`src/rtl/instr_sequencer.sv`:
```
// -----------------------------------------------------------------------------
// instr_sequencer
//
// Multi-cycle control sequencer for an RV32I core. It fetches one instruction
// over a req/ack memory interface, holds it in the instruction register for the
// decode/control unit, and walks the datapath through FETCH, DECODE, EXECUTE
// and WRITEBACK. It owns the PC and the retired-instruction counter. An
// unsupported opcode or a fetch timeout sends the core to an absorbing HALT
// state, which only rst_i can leave.
//
// Ports
//   clk_i         single clock, rising edge
//   rst_i         synchronous, active-high reset
//   run_i         run enable, sampled only in IDLE and WRITEBACK
//   imem_req_o    fetch request, high in every FETCH cycle
//   imem_addr_o   fetch address (always equal to pc_o)
//   imem_ack_i    fetch data valid; imem_rdata_i is captured in the same cycle
//   imem_rdata_i  fetched instruction word
//   instr_o       instruction register, to the control unit
//   ir_valid_o    instruction register holds a live instruction
//   rf_we_o       register-file write strobe (WRITEBACK only, never for x0)
//   pc_o          current PC
//   state_o       FSM state, for debug
//   instret_o     retired-instruction counter
//   illegal_o     sticky: unsupported opcode seen
//   bus_err_o     sticky: fetch timed out
//   halted_o      core is in HALT
// -----------------------------------------------------------------------------
module instr_sequencer #(
    parameter logic [31:0] RESET_PC      = 32'h0000_0000,
    parameter int unsigned FETCH_TIMEOUT = 16,
    parameter int unsigned CNT_W         = 32
) (
    input  logic             clk_i,
    input  logic             rst_i,
    input  logic             run_i,
    output logic             imem_req_o,
    output logic [31:0]      imem_addr_o,
    input  logic             imem_ack_i,
    input  logic [31:0]      imem_rdata_i,
    output logic [31:0]      instr_o,
    output logic             ir_valid_o,
    output logic             rf_we_o,
    output logic [31:0]      pc_o,
    output logic [2:0]       state_o,
    output logic [CNT_W-1:0] instret_o,
    output logic             illegal_o,
    output logic             bus_err_o,
    output logic             halted_o
);

    localparam logic [2:0] S_IDLE      = 3'd0;
    localparam logic [2:0] S_FETCH     = 3'd1;
    localparam logic [2:0] S_DECODE    = 3'd2;
    localparam logic [2:0] S_EXECUTE   = 3'd3;
    localparam logic [2:0] S_WRITEBACK = 3'd4;
    localparam logic [2:0] S_HALT      = 3'd5;

    localparam logic [6:0] OP_ALU_R = 7'b0110011;
    localparam logic [6:0] OP_ALU_I = 7'b0010011;

    // Counter value seen in the last FETCH cycle allowed without an ack.
    localparam logic [7:0] TMO_LAST = 8'(FETCH_TIMEOUT - 32'd1);

    logic [2:0]       state_q,   state_d;
    logic [7:0]       tmo_q,     tmo_d;
    logic [31:0]      pc_q,      pc_d;
    logic [31:0]      instr_q,   instr_d;
    logic [CNT_W-1:0] instret_q, instret_d;
    logic             illegal_q, illegal_d;
    logic             bus_err_q, bus_err_d;

    logic             opcode_legal_s;
    logic             tmo_expired_s;
    logic             req_s;
    logic             ir_valid_s;
    logic             rf_we_s;
    logic             halted_s;

    assign opcode_legal_s = (instr_q[6:0] == OP_ALU_R) || (instr_q[6:0] == OP_ALU_I);
    // True in the FETCH cycle where a missing ack makes the wait reach FETCH_TIMEOUT.
    assign tmo_expired_s  = (tmo_q == TMO_LAST);

    // FSM state register.
    always_ff @(posedge clk_i) begin
        if (rst_i) begin
            state_q <= S_IDLE;
        end else begin
            state_q <= state_d;
        end
    end

    // FSM next-state logic; an ack in the final allowed FETCH cycle still wins.
    always_comb begin
        state_d = state_q;
        case (state_q)
            S_IDLE: begin
                if (run_i) begin
                    state_d = S_FETCH;
                end else begin
                    state_d = S_IDLE;
                end
            end
            S_FETCH: begin
                if (imem_ack_i) begin
                    state_d = S_DECODE;
                end else if (tmo_expired_s) begin
                    state_d = S_HALT;
                end else begin
                    state_d = S_FETCH;
                end
            end
            S_DECODE: begin
                if (opcode_legal_s) begin
                    state_d = S_EXECUTE;
                end else begin
                    state_d = S_HALT;
                end
            end
            S_EXECUTE:   state_d = S_WRITEBACK;
            S_WRITEBACK: begin
                if (run_i) begin
                    state_d = S_FETCH;
                end else begin
                    state_d = S_IDLE;
                end
            end
            S_HALT:      state_d = S_HALT;
            default:     state_d = S_HALT;
        endcase
    end

    // FSM outputs, decoded from the state register (and the held rd field) only.
    always_comb begin
        req_s      = 1'b0;
        ir_valid_s = 1'b0;
        rf_we_s    = 1'b0;
        halted_s   = 1'b0;
        case (state_q)
            S_IDLE: begin
                req_s = 1'b0;
            end
            S_FETCH: begin
                req_s = 1'b1;
            end
            S_DECODE, S_EXECUTE: begin
                ir_valid_s = 1'b1;
            end
            S_WRITEBACK: begin
                ir_valid_s = 1'b1;
                // x0 is hardwired to zero, so never strobe a write to it.
                rf_we_s    = (instr_q[11:7] != 5'd0);
            end
            S_HALT: begin
                halted_s = 1'b1;
            end
            default: begin
                halted_s = 1'b0;
            end
        endcase
    end

    // Datapath next-state: instruction capture, timeout count, PC, counters, sticky flags.
    always_comb begin
        tmo_d     = tmo_q;
        pc_d      = pc_q;
        instr_d   = instr_q;
        instret_d = instret_q;
        illegal_d = illegal_q;
        bus_err_d = bus_err_q;
        case (state_q)
            S_FETCH: begin
                if (imem_ack_i) begin
                    instr_d = imem_rdata_i;
                    tmo_d   = 8'd0;
                end else if (tmo_expired_s) begin
                    bus_err_d = 1'b1;
                    tmo_d     = 8'd0;
                end else begin
                    tmo_d = tmo_q + 8'd1;
                end
            end
            S_DECODE: begin
                if (opcode_legal_s) begin
                    illegal_d = illegal_q;
                end else begin
                    illegal_d = 1'b1;
                end
            end
            S_WRITEBACK: begin
                // Both wrap naturally at their register widths.
                pc_d      = pc_q + 32'd4;
                instret_d = instret_q + CNT_W'(1);
            end
            default: begin
                tmo_d = tmo_q;
            end
        endcase
    end

    // Datapath registers.
    always_ff @(posedge clk_i) begin
        if (rst_i) begin
            tmo_q     <= 8'd0;
            pc_q      <= RESET_PC;
            instr_q   <= 32'd0;
            instret_q <= '0;
            illegal_q <= 1'b0;
            bus_err_q <= 1'b0;
        end else begin
            tmo_q     <= tmo_d;
            pc_q      <= pc_d;
            instr_q   <= instr_d;
            instret_q <= instret_d;
            illegal_q <= illegal_d;
            bus_err_q <= bus_err_d;
        end
    end

    assign imem_req_o  = req_s;
    assign imem_addr_o = pc_q;
    assign instr_o     = instr_q;
    assign ir_valid_o  = ir_valid_s;
    assign rf_we_o     = rf_we_s;
    assign pc_o        = pc_q;
    assign state_o     = state_q;
    assign instret_o   = instret_q;
    assign illegal_o   = illegal_q;
    assign bus_err_o   = bus_err_q;
    assign halted_o    = halted_s;

endmodule

```
`config.mk`:
```
export PLATFORM = sky130hd
export DESIGN_NAME = instr_sequencer
export DESIGN_NICKNAME = d
export VERILOG_FILES = /design/src/rtl/instr_sequencer.sv
export SDC_FILE = /design/constraint.sdc
export NUM_CORES = 1
export LEC_CHECK = 0
export CELL_PAD_IN_SITES_DETAIL_PLACEMENT = 0
export CELL_PAD_IN_SITES_GLOBAL_PLACEMENT = 1
export CORE_MARGIN = 5
export CORE_UTILIZATION = 49
export CTS_CLUSTER_DIAMETER = 80
export DETAILED_ROUTE_END_ITERATION = 8
export DONT_BUFFER_PORTS = 1
export PLACE_DENSITY = 0.85
export SYNTH_ARGS = -nofsm -noshare
export SYNTH_HDL_FRONTEND = slang
export SYNTH_SLANG_ARGS = --single-unit
export TNS_END_PERCENT = 1
```
`constraint.sdc`:
```
create_clock -name clk_i -period 5.2 [get_ports clk_i]
set_input_delay 1.04 -clock clk_i [delete_from_list [all_inputs] [get_ports clk_i]]
set_output_delay 1.04 -clock clk_i [all_outputs]
set_load 0.02 [all_outputs]
```
==> impl_metrics.yaml <==
timing:
  rsz0062_at_grt: "no"
  whs_ns: 0.509
  finalHoldViolCount: 0
  fmax_mhz: 324
  relSlewSlack_pct: 27.6
  tns_ns: 0
  finalCritPeriodShare_pct: 59.4
  drv_slew: 0
  worstMarginPinSlew_ns: 1.09
  setup_violations: 0
  fin_crit_ns: 3.09
  clock_skew_ns: 0.00746
floorplanning:
  fp-row-count: 37
  design.die.area_um2: 12300
  initial_core_util_pct: 49.4
  die_y_um: 111
  core_region_area_um2: 10100
  die_w_um: 111
  io_pins: 173
critical_path:
  setup.worst_path.class: "flop to primary output"
  cp_max_fo: 12
  start_kind: "flop"
  cp_slowest_cell: "dfxtp_1"
  critical_path.cell_chain: "or3b_1, a21oi_1"
  cpPeakStageDelay_ns: 0.65
  crit_required_ns: 4.16
  arrival_ns: 2.05
  cp-end-kind: "primary output"
grt:
  grt_overflow: 0
  grt_max_degree: 122
  grt_pass1_vias: 3756
  grt_pass1_wl_um: 18400
  antenna_found_initial: 0
  grt_use_total_pct: 17.6
synth:
  netlist_instances: 609
  ys_top_cells_by_area: "dfxtp_1 (43%), a21oi_1 (6.9%), nand2_1 (6.7%)"
  avgSynthCellArea_um2: 8.22
  synth_enable_flop_cells: 0
  async_reset_ff_share_pct: 0
  yosysTopAreaCell: "dfxtp_1"
  synth_cell_type_count: 46
  ys.flop_type: "dfxtp_1"
  ys_seq_elements: 107
  synth_area_um2: 5010
  synth.yosys.seq_area_share_pct: 42.8
  yosysWarnings: 0
  synth_top_cell_area_share_pct: 42.8
placed_design:
  finalWeightedCongestion: 0.763
  hpwlAfterDp_um: 7720
  portBuffers: 0
clocking:
  cts_buffers: 9
  clkSlewWorstSetupHoldPaths_ns: 0.09
  ctsHoldBuffers: 0
  root_buffer: "clkbuf_8"
  htree_num_levels: 3
  clock-sinks: 107
  tritoncts: "done"
  clk_latency_ns: 0.36
  post-cts-setup-buffers: 0
  cts.path.max_buffers: 2
  ctsResizeCount: 0
cells_and_area:
  drive_gt1_share_pct: 6.09
  fin_nets: 593
  syn_to_final_growth_pct: -0.600
  antenna_cells: 0
drt:
  wl_um: 11300
  wl_per_cell_um: 16.3
  vias: 4051
  drc: 0
  dr.pass1.iters: 4
  viasPerCell: 5.84
  ant_nets: 0
  drt_iter0_drc: 242
pwr:
  leakage_nw: 1.55
  power_density_nw_per_um2: 288
  ir_drop_v: 0.000152
flow_run:
  drv_cap: 0
status:
  outcome: "finished clean"
hold_path:
  min-delay-path-class: "flop to flop"
flip-flops by register name, indices dropped and copies added (netlist names):
signal,cells
instr_o,32
illegal_o,1
instret_o,32
bus_err_o,1
state_o,3
tmo_q,8
imem_addr_o,30
cell usage in the layout (no fill, tap or decap), types with 13 or more instances in the layout:
| cell type | instances |
|---|---|
| nand3_1 | 23 |
| nand4_1 | 20 |
| nor4_1 | 14 |
| o21ai_0 | 17 |
| dfxtp_1 | 107 |
| a21oi_1 | 69 |
| nand2_1 | 90 |
| or4_1 | 18 |
| or3_1 | 13 |
| nor2_1 | 42 |
| o31ai_1 | 15 |
cells by family after synthesis:
kind of cell             Yosys count  synth area share (%)
XOR/XNOR                          18                  3.15
flip-flops                       107                  42.8
buffers and inverters             82                  9.30
other                              1                0.0749
AO/OA/AOI/OAI                    114                  13.0
multiplexers                      15                  3.35
adder cells (fa/ha/maj)            3                 0.750
AND/OR/NAND/NOR                  269                  27.6
area by class of cell:
class / instances / area (µm²)
Fill cell: 984 / 5160
Multi-Input combinational cell: 423 / 2420
Sequential cell: 107 / 2140
Tap cell: 136 / 170
Clock buffer: 11 / 151
Clock inverter: 4 / 48.8
Inverter: 13 / 48.8
worst max-delay path: cells and delay by family (launching register included):
kind	cells	cell delay [ns]
flops	1	0.65
compound gates	1	0.46
simple gates	1	0.58
Yosys cell counts (2+ instances only):
cell type and count:
nor3_1 8, nor4_1 14, o21ai_0 17, a21oi_1 69, inv_1 12, a41oi_1 2
a311oi_1 5, nor2_1 42, mux2_1 2, xor2_1 9, buf_6 4, nand4_1 20
or2_2 4, xnor2_1 9, and2_1 2, and4_1 6, dfxtp_1 107, mux2_2 12
nor2b_1 12, nand2_1 90, ha_1 3, and3_1 7, nand3_1 23, o31ai_1 15
or3_1 13, or4_1 18, nor4b_1 3, clkbuf_1 24, buf_1 7, buf_4 34
worst paths after layout:
| check | endpoint | slack, ns | start | cells past startpoint |
|---|---|---|---|---|
| worst max-delay path | rf_we_o | 2.11 | state_o[2] | 2 |
| worst min-delay path | tmo_q[2] | 0.51 | tmo_q[2] | 2 |
| worst max register to register | instret_o[27] | 2.38 | state_o[2] | 4 |
| worst min register to register | tmo_q[2] | 0.51 | tmo_q[2] | 2 |
metrics by stage:
stage / worst slack, ns / area [µm²] / std cells / util [%] / power, W
after global routing: 2.01 / 4980 / 694 / 49.1 / 0.00150
after global placement: 2.44 / 4780 / 679 / 47.1 / 0.000927
after CTS: 2.07 / 4980 / 694 / 49.1 / 0.00145
final: 2.11 / 4980 / 694 / 49.1 / 0.00143
after detailed placement: 2.39 / 4780 / 679 / 47.1 / 0.000929
after floorplan: 2.70 / 5020 / 612 / - / 0.000934
where the power goes:
| part | total (W) | switching, W | leakage [nW] | internal [W] |
|---|---|---|---|---|
| Clock | 0.000524 | 0.000277 | 0.106 | 0.000247 |
| Combinational | 0.0000464 | 0.0000307 | 0.579 | 0.0000157 |
| Sequential | 0.000863 | 0.0000303 | 0.864 | 0.000832 |
metal layers:
layer	track usage, %	wire length, µm
met4	6.65	209
met3	5.51	924
met1	21.8	4800
met2	28.6	5380
met5	0	0
(Power assumes the default switching activity.)
